<file path="src/rtl/imem_port_arbiter_if.sv">
// Signal bundle between the instruction-memory port arbiter, the fetch unit,
// the data-side reader and the byte-wide asynchronous instruction memory.
interface imem_port_arbiter_if;
    // Fetch side
    logic        f_req;
    logic [31:0] f_addr;
    logic        f_boundary;
    logic        f_inst_done;
    logic        f_stall;

    // Data-side reader: d_req holds d_addr/d_len stable until a cycle with
    // d_ack=1, which consumes the request; d_done pulses once d_data is final.
    logic        d_req;
    logic [31:0] d_addr;
    logic [2:0]  d_len;
    logic        d_ack;
    logic        d_busy;
    logic        d_done;
    logic [31:0] d_data;

    // Memory port; read data is valid in the same cycle as the address
    logic [31:0] instmem_addr;
    logic [7:0]  instmem_dataout;

    modport slave (
        input  f_req, f_addr, f_boundary, f_inst_done,
        input  d_req, d_addr, d_len,
        input  instmem_dataout,
        output f_stall, d_ack, d_busy, d_done, d_data,
        output instmem_addr
    );

    modport master (
        output f_req, f_addr, f_boundary, f_inst_done,
        output d_req, d_addr, d_len,
        output instmem_dataout,
        input  f_stall, d_ack, d_busy, d_done, d_data,
        input  instmem_addr
    );
endinterface

</file>
<file path="src/rtl/imem_port_arbiter.sv">
// Time-shares the byte-wide instruction memory port between fetch and a 1..4
// byte data reader; data is granted only at instruction boundaries or idle fetch.
module imem_port_arbiter #(
    parameter bit FAIR = 1'b1
) (
    input  logic                 clk,
    input  logic                 resetn,
    imem_port_arbiter_if.slave   bus,
    output logic                 o_dbg_state,
    output logic                 o_dbg_owed
);

    typedef enum logic {
        ST_FETCH = 1'b0,
        ST_DXFER = 1'b1
    } state_t;

    state_t      r_state;
    state_t      w_next;
    logic [1:0]  r_cnt;
    logic [31:0] r_addr;
    logic [2:0]  r_len;
    logic        r_owed;
    logic [31:0] r_data;
    logic        r_done;

    logic [2:0]  w_len_eff;
    logic        w_eligible;
    logic        w_grant;
    logic        w_last;
    logic        w_stall;
    logic [31:0] w_mem_addr;

    // Out-of-range lengths are clamped rather than rejected
    always_comb begin
        w_len_eff = bus.d_len;
        if (bus.d_len == 3'd0) begin
            w_len_eff = 3'd1;
        end else if (bus.d_len > 3'd4) begin
            w_len_eff = 3'd4;
        end
    end

    assign w_eligible = bus.f_boundary | ~bus.f_req;

    always_comb begin
        w_next     = r_state;
        w_grant    = 1'b0;
        w_last     = 1'b0;
        w_stall    = 1'b0;
        w_mem_addr = bus.f_addr;
        case (r_state)
            ST_FETCH: begin
                if (bus.d_req && w_eligible && !r_owed) begin
                    w_grant    = 1'b1;
                    w_stall    = 1'b1;
                    w_mem_addr = bus.d_addr;
                    if (w_len_eff == 3'd1) begin
                        w_last = 1'b1;
                    end else begin
                        w_next = ST_DXFER;
                    end
                end
            end
            ST_DXFER: begin
                w_stall    = 1'b1;
                w_mem_addr = r_addr + {30'd0, r_cnt};
                if ({1'b0, r_cnt} == (r_len - 3'd1)) begin
                    w_last = 1'b1;
                    w_next = ST_FETCH;
                end
            end
            default: begin
                w_next = ST_FETCH;
            end
        endcase
    end

    always_ff @(posedge clk) begin
        if (!resetn) begin
            r_state <= ST_FETCH;
        end else begin
            r_state <= w_next;
        end
    end

    // A new grant clears the whole word so bytes beyond the length read as zero
    always_ff @(posedge clk) begin
        if (!resetn) begin
            r_cnt  <= 2'd0;
            r_addr <= 32'd0;
            r_len  <= 3'd0;
            r_data <= 32'd0;
            r_done <= 1'b0;
        end else begin
            r_done <= w_last;
            if (w_grant) begin
                r_addr <= bus.d_addr;
                r_len  <= w_len_eff;
                r_cnt  <= 2'd1;
                r_data <= {24'd0, bus.instmem_dataout};
            end else if (r_state == ST_DXFER) begin
                r_data[{r_cnt, 3'b000} +: 8] <= bus.instmem_dataout;
                r_cnt                        <= r_cnt + 2'd1;
            end
        end
    end

    // Setting on the last byte wins over clearing; fetch must then finish
    // an instruction (or go idle) before the next data grant.
    always_ff @(posedge clk) begin
        if (!resetn) begin
            r_owed <= 1'b0;
        end else if (!FAIR) begin
            r_owed <= 1'b0;
        end else if (w_last) begin
            r_owed <= 1'b1;
        end else if ((r_state == ST_FETCH) && (bus.f_inst_done || !bus.f_req)) begin
            r_owed <= 1'b0;
        end
    end

    assign bus.f_stall      = w_stall;
    assign bus.d_busy       = w_stall;
    assign bus.d_ack        = w_grant;
    assign bus.instmem_addr = w_mem_addr;
    assign bus.d_done       = r_done;
    assign bus.d_data       = r_data;

    assign o_dbg_state = r_state;
    assign o_dbg_owed  = r_owed;

endmodule

</file>
<file path="src/flat_wrapper.sv">
// flat-port wrapper written by rule: the top's interface ports become plain ports
module imem_port_arbiter_flat 
#(
    parameter bit FAIR = 1'b1
)
  (clk, resetn, o_dbg_state, o_dbg_owed, bus_f_req, bus_f_addr, bus_f_boundary, bus_f_inst_done, bus_d_req, bus_d_addr, bus_d_len, bus_instmem_dataout, bus_f_stall, bus_d_ack, bus_d_busy, bus_d_done, bus_d_data, bus_instmem_addr);
  imem_port_arbiter_if bus_i ();
  input  logic clk;
  input  logic resetn;
  output logic o_dbg_state;
  output logic o_dbg_owed;
  input wire logic [$bits(bus_i.f_req)-1:0] bus_f_req;
  input wire logic [$bits(bus_i.f_addr)-1:0] bus_f_addr;
  input wire logic [$bits(bus_i.f_boundary)-1:0] bus_f_boundary;
  input wire logic [$bits(bus_i.f_inst_done)-1:0] bus_f_inst_done;
  input wire logic [$bits(bus_i.d_req)-1:0] bus_d_req;
  input wire logic [$bits(bus_i.d_addr)-1:0] bus_d_addr;
  input wire logic [$bits(bus_i.d_len)-1:0] bus_d_len;
  input wire logic [$bits(bus_i.instmem_dataout)-1:0] bus_instmem_dataout;
  output wire logic [$bits(bus_i.f_stall)-1:0] bus_f_stall;
  output wire logic [$bits(bus_i.d_ack)-1:0] bus_d_ack;
  output wire logic [$bits(bus_i.d_busy)-1:0] bus_d_busy;
  output wire logic [$bits(bus_i.d_done)-1:0] bus_d_done;
  output wire logic [$bits(bus_i.d_data)-1:0] bus_d_data;
  output wire logic [$bits(bus_i.instmem_addr)-1:0] bus_instmem_addr;
  assign bus_i.f_req = bus_f_req;
  assign bus_i.f_addr = bus_f_addr;
  assign bus_i.f_boundary = bus_f_boundary;
  assign bus_i.f_inst_done = bus_f_inst_done;
  assign bus_i.d_req = bus_d_req;
  assign bus_i.d_addr = bus_d_addr;
  assign bus_i.d_len = bus_d_len;
  assign bus_i.instmem_dataout = bus_instmem_dataout;
  assign bus_f_stall = bus_i.f_stall;
  assign bus_d_ack = bus_i.d_ack;
  assign bus_d_busy = bus_i.d_busy;
  assign bus_d_done = bus_i.d_done;
  assign bus_d_data = bus_i.d_data;
  assign bus_instmem_addr = bus_i.instmem_addr;
  imem_port_arbiter #(.FAIR(FAIR)) u_core (.clk(clk), .resetn(resetn), .bus(bus_i), .o_dbg_state(o_dbg_state), .o_dbg_owed(o_dbg_owed));
endmodule
</file>
<file path="config.mk">
export PLATFORM = sky130hd
export DESIGN_NAME = imem_port_arbiter_flat
export DESIGN_NICKNAME = d
export VERILOG_FILES = /design/src/rtl/imem_port_arbiter_if.sv /design/src/rtl/imem_port_arbiter.sv /design/src/flat_wrapper.sv
export SDC_FILE = /design/constraint.sdc
export NUM_CORES = 1
export LEC_CHECK = 0
export BUFFER_PORTS_ARGS = -buffer_cell sky130_fd_sc_hd__buf_2
export CAP_MARGIN = 20
export CORE_MARGIN = 2
export CORE_UTILIZATION = 40
export CTS_BUF_LIST = sky130_fd_sc_hd__clkbuf_16
export DETAILED_ROUTE_END_ITERATION = 6
export HOLD_SLACK_MARGIN = 0.06
export PLACE_DENSITY = 0.67
export SYNTH_ARGS = -nofsm -noshare
export SYNTH_HDL_FRONTEND = slang
export SYNTH_SLANG_ARGS = --single-unit
export TNS_END_PERCENT = 20
</file>
<file path="constraint.sdc">
create_clock -name clk -period 5.2 [get_ports clk]
set_input_delay 0.26 -clock clk [delete_from_list [all_inputs] [get_ports clk]]
set_output_delay 0.26 -clock clk [all_outputs]
set_load 0.01 [all_outputs]
</file>
==> out/results.tsv, run 1 <==
metric	value	unit
final_util	53.0	%
timing.final.crit_share	68.4	%
skew	0.00433	ns
fmax	0.281	GHz
numPortBuffers	150	
grt.total_usage	22.8	%
swShare	28.7	%
synth_top_area_share	35.9	%
power_frac_clock	42.9	%
synthAdderAreaFrac	2.68	%
p_leak	2.16	nW
crit_type	flop to output port	
vias	4352	
drv_cap	0	
synth_top_area_cell	dfxtp_1	
syn_nets	613	
finalHoldViolations	0	
clk_latency	0.33	ns
drt_first_pass_iters	4	
nFillCells	985	
postCtsSetupBuffers	0	
peakVddDrop	0.000153	V
setup_viol	0	
area_growth	28.8	%
worst-endpoint-arrival	3.30	ns
synthTopCellsByArea	dfxtp_1 (36%), nand2_1 (8.8%), a21oi_1 (6.5%)	
drive_gt1_share	27.5	%
grt_pass1_wl	20400	um
yosys.area_share.simple	27.6	%
synth-seq-cells	72	
htree_levels	3	
cpMaxStageDelayCell	dfxtp_1	
status	finished clean	
coreArea	9770	um^2
cts_tree	built	
remaining_drc_errors	0	
synth_edf_count	0	
cts-root-buf	clkbuf_16	
cts_resized	0	
critPathMaxStageDelay	0.56	ns
cp_cell_sequence	ha_1 > inv_1 > fa_1 > and4b_1 > nand2_1 > or4_1 > a31oi_1 > buf_2	
internal_power	0.00112	W
worstMarginPinSlew	0.885	ns
startpoint_type	flop	
cts_buffer_depth	2	
critPathRequiredTime	4.94	ns
yosysSeqAreaShare	35.9	%
min_period	3.56	ns
syn_inst	524	
synth_mux_area_share	0.996	%
hp-class	input port to flop	
power_frac_comb	18.4	%
cts_sinks	72	
clk_pin_slew	0.06	ns
rows	36	
avgViaCountPerCell	5.49	
seqCellArea	1440	um^2
die-area	10900	um^2
layout.nets	743	
worstPathMaxFanout	10	
start_util	41.1	%
postRouteAntennaNets	0	
grt_max_degree	46	
ctsHoldBuffers	0	
synth_top_family_by_area	simple AND/OR/NAND/NOR gates	
post-dp-hpwl	9070	um
max_slew_margin	40.8	%
diodes	0	
wl_per_cell	15.6	um
dieHeight	104	um
grt_overflow	0	
synth_cell_types	44	
rsz0062_at_grt	false	
synth-compound-area-share	24.6	%
setup_tns	0	ns
cts_made_buffers	9	
place_congestion	0.835	
multi_input_area	2390	um^2
p_per_area	304	nW/um^2
ys.flop_type	dfxtp_1	
pin_count	151	
grt_pass1_vias	4144	
drtIter0Drc	220	
synth_xor_area_share	3.70	%
cp-end-kind	output port	
wirelength	12400	um
postPlaceCellArea	4820	um^2
seq_power_share	38.7	%
antenna_found_initial	0	
power_switching	0.000453	W
fin_area	5180	um^2
ys_warn_count	0	
async_flop_share	0	%
layout_commonest_cell	buf_2	
fp.dieW	104	um
drv_slew	0	
synth_area	4020	um^2
final_cell_mix	buf_2 (150), nand2_1 (94), dfxtp_1 (71)	
avgSynthCellArea	7.67	um^2
==> sequential cells by signal, summed over array words and instances, names as in the netlist <==
register / cells
u_core.r_addr: 32
u_core.bus.d_data: 32
u_core.o_dbg_state: 1
u_core.r_len: 3
u_core.r_cnt: 2
u_core.o_dbg_owed: 1
u_core.bus.d_done: 1
==> worst max-delay path: cells and delay by family (launching register included) <==
| kind | cells | cell delay (ns) |
|---|---|---|
| simple gates | 3 | 1.26 |
| flops | 1 | 0.56 |
| compound gates | 1 | 0.23 |
| fa+ha+maj | 2 | 0.68 |
| buf+inv | 2 | 0.23 |
==> power groups by stage <==
stage / Clock, W / Combinational [W] / Sequential, W
global placement: 0 / 0.000284 / 0.000621
CTS: 0.000683 / 0.000289 / 0.000610
floorplan: 0 / 0.000177 / 0.000612
detailed placement: 0 / 0.000287 / 0.000622
finish: 0.000676 / 0.000290 / 0.000610
global route: 0.000708 / 0.000321 / 0.000614
==> through the flow <==
stage                     instances  hold slack [ns]  power, W  setup WS (ns)
after floorplan                 524            0.378  0.000789           2.45
after global routing            792            0.172   0.00164           1.46
after CTS                       790            0.166   0.00158           1.68
after detailed placement        774            0.449  0.000910           1.87
after global placement          774            0.447  0.000905           2.05
final                           792            0.173   0.00158           1.64
==> cell families after synthesis <==
group / Yosys count
flops: 72
fa+ha+maj: 8
compound gates: 153
mux: 4
buf+inv: 48
xor+xnor: 17
simple gates: 222
==> Yosys cell counts, types with 2 or more instances <==
library cell  count
xnor2_1          11
a22oi_1          32
ha_1              7
a31oi_1          16
nand3_1           9
and3_1           34
o21ai_1           5
nor3_1            3
nor2b_1           3
nand4_1           6
a21oi_1          52
clkbuf_1         26
and4_1            3
nor4_1            4
o31ai_1          13
nand3b_1          2
nor2_1           37
dfxtp_1          72
a211oi_1         29
nand2_1          94
or4_1            13
inv_2             4
xor2_1            6
nand2b_1          2
nor4b_2           2
or3_1             4
inv_1             8
buf_1             8
mux2i_1           4
==> path summary, 6_finish.rpt <==
check | depth (start not counted) | start | slack (ns) | endpoint
worst min-delay path | 3 | bus_d_addr[12] | 0.17 | u_core.r_addr[12]
worst min register to register | 2 | u_core.r_addr[0] | 0.46 | u_core.r_addr[0]
worst max-delay path | 8 | u_core.r_cnt[0] | 1.64 | bus_instmem_addr[26]
worst max register to register | 5 | u_core.o_dbg_owed | 2.41 | u_core.bus.d_data[10]
==> final cells by class <==
class	instances	area share, %
clock buffer	9	4.35
sequential	72	27.9
multi-input combinational	404	46.3
timing repair buffer	155	15.4
tap	133	3.21
inverter	12	0.870
clock inverter	7	1.98
==> per-layer routing <==
layer	routed length, um	vias to the layer above	track usage, %
met5	0	-	0
met4	159	0	5.60
met3	574	16	4.45
met2	6090	107	39.1
met1	5570	2044	29.4
li1	-	2185	-
Power figures use the tool's default switching activity.
==> run 2: changes to the inputs <==
==> constraint.sdc (replaced) <==
create_clock -name clk -period 3.5 [get_ports clk]
set_input_delay 0.175 -clock clk [delete_from_list [all_inputs] [get_ports clk]]
set_output_delay 0.175 -clock clk [all_outputs]
set_load 0.01 [all_outputs]
==> out/results.tsv, run 2 (synthesis gave the netlist of run 1 again) <==
metric	value	unit
dieHeight	104	um
worst-endpoint-arrival	3.00	ns
peakVddDrop	0.000290	V
postRouteAntennaNets	0	
finalHoldViolations	0	
whs_path_depth	3	
worstMarginPinSlew	0.949	ns
drt_first_pass_iters	5	
r2r_slack	1.33	ns
worstPathMaxFanout	10	
startpoint_type	flop	
reg2regPathDepth	5	
clk_latency	0.33	ns
grt_max_degree	46	
status	finished clean	
crit_type	flop to output port	
cts-root-buf	clkbuf_16	
grt_pass1_wl	20300	um
postPlaceCellArea	4850	um^2
grt.total_usage	23.0	%
area_growth	28.8	%
setup_viol	0	
postCtsSetupBuffers	0	
p_per_area	450	nW/um^2
instances_no_fill	795	
post-dp-hpwl	9070	um
drv_slew	0	
timing.final.crit_share	90.8	%
antenna_found_initial	1	
drive_gt1_share	27.8	%
hold_path_end	u_core.r_addr[28]	
fmax	0.315	GHz
hp-class	input port to flop	
fin_area	5180	um^2
p_leak	2.17	nW
grt_overflow	0	
rows	36	
cts_made_buffers	9	
reg2reg_from	u_core.o_dbg_state	
clk_pin_slew	0.06	ns
drv_cap	0	
total_power	0.00233	W
ctsHoldBuffers	0	
numPortBuffers	150	
coreArea	9770	um^2
cp-end-kind	output port	
drtIter0Drc	272	
max_slew_margin	36.6	%
grt_pass1_vias	4105	
setup_tns	0	ns
cts_sinks	72	
cts_buffer_depth	2	
layout.nets	745	
placed_cells	778	
critPathRequiredTime	3.32	ns
pin_count	151	
wirelength	12800	um
r2r-end	u_core.bus.d_data[30]	
htree_levels	3	
layout_commonest_cell	buf_2	
place_congestion	0.978	
rsz0062_at_grt	false	
skew	0.00826	ns
final_cell_mix	buf_2 (150), nand2_1 (94), dfxtp_1 (70)	
wl_per_cell	16.1	um
min_from	bus_d_addr[28]	
vias	4452	
cts_tree	built	
remaining_drc_errors	0	
avgViaCountPerCell	5.60	
fp.dieW	104	um
min_period	3.18	ns
start_util	41.1	%
die-area	10900	um^2
## run 2: changes by cell type in the layout (fill, tap and decap cells not counted), sizes merged
cell / previous run / this run
buf: 155 / 157
inv: 14 / 13
clkinv: 2 / 3
diode: 0 / 1
## run 2: critical path, cell delays in order, from the launching register on
cell and delay [ns]:
dfxtp_2 0.43, ha_1 0.19, inv_1 0.05, fa_1 0.42, and4b_1 0.43, nand2_1 0.26
or4_1 0.57, a31oi_1 0.17, buf_2 0.15
## run 2: worst max-delay path by stage
stage	to	start	cells after the start	slack, ns
after floorplan	bus_instmem_addr[26]	u_core.r_cnt[0]	8	0.84
after global routing	bus_instmem_addr[28]	u_core.r_cnt[0]	8	0.13
after global placement	bus_instmem_addr[24]	u_core.r_cnt[0]	8	0.64
after CTS	bus_instmem_addr[28]	u_core.r_cnt[0]	8	0.20
final	bus_instmem_addr[28]	u_core.r_cnt[0]	8	0.32
after detailed placement	bus_instmem_addr[28]	u_core.r_cnt[0]	8	0.57
## run 2: metrics by stage
stage | hold WS (ns) | worst slack [ns] | util (%)
5_1_grt | 0.0884 | 0.127 | 53.0
2_1_floorplan | 0.293 | 0.839 | -
6_report | 0.0817 | 0.322 | 53.0
3_5_place_dp | 0.431 | 0.574 | 49.6
3_3_place_gp | 0.429 | 0.643 | 49.6
4_1_cts | 0.0757 | 0.202 | 52.9
## run 2: report_power, final
part	internal, W	switching (W)
combinational	0.000182	0.000263
clock	0.000625	0.000363
sequential	0.000857	0.0000408
## run 2: per-layer routing
metal	routed length, um	up-vias	track usage (%)	part of all wire, %
li1	-	2180	-	-
met1	5390	2098	28.3	42
met2	6370	152	40.4	50
met3	788	22	4.39	6.2
met4	212	0	7.43	1.7
met5	0	-	0	0
## run 2: repair_timing
action | 4_1_cts | 5_1_grt
hold endpoints to repair | 0 | 0
endpoints found under the setup margin | 0 | 1
resized for setup | 0 | 1
## run 2: cell type report
type,count,area [um^2]
tap,133,166
timing repair buffer,157,803
antenna,1,2.50
clock inverter,7,95.1
fill,1011,4600
inverter,12,45.0
sequential,72,1440
multi-input combinational,404,2390
clock buffer,9,225
==> run 3: changes to the inputs <==
--- a/config.mk
+++ b/config.mk
@@ -5,6 +5,7 @@
 export SDC_FILE = /design/constraint.sdc
 export NUM_CORES = 1
 export LEC_CHECK = 0
+export ABC_AREA = 1
 export BUFFER_PORTS_ARGS = -buffer_cell sky130_fd_sc_hd__buf_2
 export CAP_MARGIN = 20
 export CORE_MARGIN = 2
@@ -12,7 +13,7 @@
 export CTS_BUF_LIST = sky130_fd_sc_hd__clkbuf_16
 export DETAILED_ROUTE_END_ITERATION = 6
 export HOLD_SLACK_MARGIN = 0.06
-export PLACE_DENSITY = 0.67
+export PLACE_DENSITY = 0.66
 export SYNTH_ARGS = -nofsm -noshare
 export SYNTH_HDL_FRONTEND = slang
 export SYNTH_SLANG_ARGS = --single-unit
==> out/results.tsv, run 3 <==
metric	value	unit
status	finished clean	
ys.flop_type	dfxtp_1	
instances_no_fill	976	
avgViaCountPerCell	4.97	
synth_top_family_by_area	simple AND/OR/NAND/NOR gates	
reg2reg_from	u_core.o_dbg_owed	
yosysSeqAreaShare	33.5	%
grt_max_degree	50	
synth_xor_area_share	1.42	%
avgSynthCellArea	6.20	um^2
postRouteAntennaNets	0	
cts_sinks	72	
synthTopCellsByCount	nand2_1 (247), nor2_1 (75), dfxtp_1 (72)	
post-dp-hpwl	10300	um
pin_count	151	
synth-compound-area-share	15.0	%
coreArea	10400	um^2
die-area	11600	um^2
r2r_slack	1.26	ns
synth_mux_area_share	0	%
critPathMaxStageDelay	0.48	ns
layout_commonest_cell	nand2_1	
grt_overflow	0	
yosysMostFrequentCell	nand2_1	
synth-seq-cells	72	
drv_cap	0	
async_flop_share	0	%
max_slew_margin	30.6	%
synth_top_area_share	33.5	%
ctsHoldBuffers	0	
numPortBuffers	150	
remaining_drc_errors	0	
setup_viol	0	
hold_path_end	u_core.r_addr[11]	
dieHeight	108	um
r2r-end	u_core.r_addr[28]	
grt.total_usage	23.8	%
clk_pin_slew	0.06	ns
cts_made_buffers	9	
reg2regPathDepth	4	
cts_tree	built	
worst-endpoint-arrival	2.51	ns
synth_top_area_cell	dfxtp_1	
layout.nets	924	
nFillCells	1109	
crit_type	flop to output port	
final_util	52.0	%
synth_cell_types	32	
dpl_worst_slack	1.17	ns
synthAdderAreaFrac	2.50	%
critPathRequiredTime	3.32	ns
diodes	0	
vias	4848	
place_congestion	0.943	
syn_nets	783	
fmax	0.373	GHz
min_period	2.68	ns
synth_edf_count	0	
rsz0062_at_grt	false	
drt_first_pass_iters	5	
antenna_found_initial	0	
wl_per_cell	13.8	um
hp-class	input port to flop	
postCtsSetupBuffers	0	
peakVddDrop	0.000233	V
cp-end-kind	output port	
grt_pass1_vias	4630	
placed_cells	960	
drtIter0Drc	294	
drv_slew	0	
cts_buffer_depth	2	
p_leak	2.49	nW
htree_levels	3	
fp.dieW	108	um
area_growth	25.2	%
startpoint_type	flop	
clk_latency	0.33	ns
min_from	bus_d_addr[11]	
whs_path_depth	3	
ys_warn_count	0	
worstMarginPinSlew	1.04	ns
final_cell_mix	nand2_1 (247), buf_2 (150), nor2_1 (75)	
setup_ws	0.818	ns
start_util	41.5	%
cpMaxStageDelayCell	fa_1	
drive_gt1_share	23.9	%
wirelength	13500	um
syn_inst	694	
rows	37	
cp_cell_sequence	inv_1 > fa_1 > nor2_2 > nand3_1 > nor2_1 > nand3_1 > nand2_1 > nand2_1 > nand2_1 > buf_2	
cts-root-buf	clkbuf_16	
synth_area	4300	um^2
cpMostUsedCell	nand2_1	
skew	0.00624	ns
synthTopCellsByArea	dfxtp_1 (33%), nand2_1 (22%), a21oi_1 (6.6%)	
p_per_area	405	nW/um^2
yosys.area_share.simple	38.0	%
worstPathMaxFanout	6	
timing.final.crit_share	76.6	%
finalHoldViolations	0	
cts_resized	0	
grt_pass1_wl	22100	um
setup_tns	0	ns
## run 3: cell count changes after synthesis, sizes merged, moves of 16 or more
| cell | previous run | this run |
|---|---|---|
| inv | 12 | 73 |
| nand2 | 94 | 248 |
| nand3 | 9 | 45 |
| o21ai | 6 | 34 |
| a211oi | 29 | 0 |
| nor2 | 37 | 80 |
| clkbuf | 26 | 4 |
| a31oi | 16 | 0 |
| and3 | 34 | 0 |
| a21oi | 52 | 69 |
| a22oi | 32 | 0 |
## run 3: how the worst max path moves through the flow
stage	slack [ns]	end	startpoint
CTS	0.81	bus_instmem_addr[30]	u_core.r_cnt[1]
global route	0.64	bus_instmem_addr[30]	u_core.r_cnt[1]
global placement	1.25	bus_instmem_addr[30]	u_core.r_cnt[1]
detailed placement	1.17	bus_instmem_addr[30]	u_core.r_cnt[1]
finish	0.82	bus_instmem_addr[30]	u_core.r_cnt[1]
floorplan	1.46	bus_instmem_addr[12]	u_core.r_cnt[0]
## run 3: layout make-up
| cell class | count | area, um^2 | share of cell area (%) |
|---|---|---|---|
| clock inverters | 7 | 46.3 | 0.859 |
| repair buffers | 153 | 773 | 14.3 |
| clock buffers | 9 | 225 | 4.18 |
| well taps | 136 | 170 | 3.16 |
| multi-input cells | 525 | 2450 | 45.5 |
| inverters | 74 | 283 | 5.25 |
| flip-flops and latches | 72 | 1440 | 26.7 |
## run 3: kinds of logic after synthesis
logic type	after synthesis
AOI/OAI and AO/OA	113
buffers and inverters	97
xor gates and xnor gates	7
adders and majority gates	8
DFF	72
and+or+nand+nor	397
## run 3: stage by stage
stage / hold slack, ns / total power (W) / area (um^2)
2_1_floorplan: 0.320 / 0.00119 / 4300
3_3_place_gp: 0.442 / 0.00135 / 5120
3_5_place_dp: 0.451 / 0.00135 / 5120
4_1_cts: 0.107 / 0.00220 / 5390
5_1_grt: 0.121 / 0.00229 / 5390
6_report: 0.114 / 0.00218 / 5390
## run 3: routing by layer
metal  vias up  wire length, um  GRT usage, %
li1       2491                -             -
met1      2191             6410          32.8
met2       153             6230          38.8
met3        13              714          3.57
met4         0              144          6.04
met5         -                0             0
## run 3: power by group
group | switching [W] | internal [W] | total [W]
sequential | 0.0000363 | 0.000861 | 0.000897
clock | 0.000368 | 0.000478 | 0.000846
combinational | 0.000278 | 0.000161 | 0.000439
total | 0.000682 | 0.00150 | 0.00218
## run 3: worst max-delay path: cells and delay by family, from the launching register on
kind                     cells  cell delay [ns]
AND/OR/NAND/NOR              7             1.00
flip-flops                   1             0.44
buffers and inverters        2             0.25
adder cells (fa/ha/maj)      1             0.48
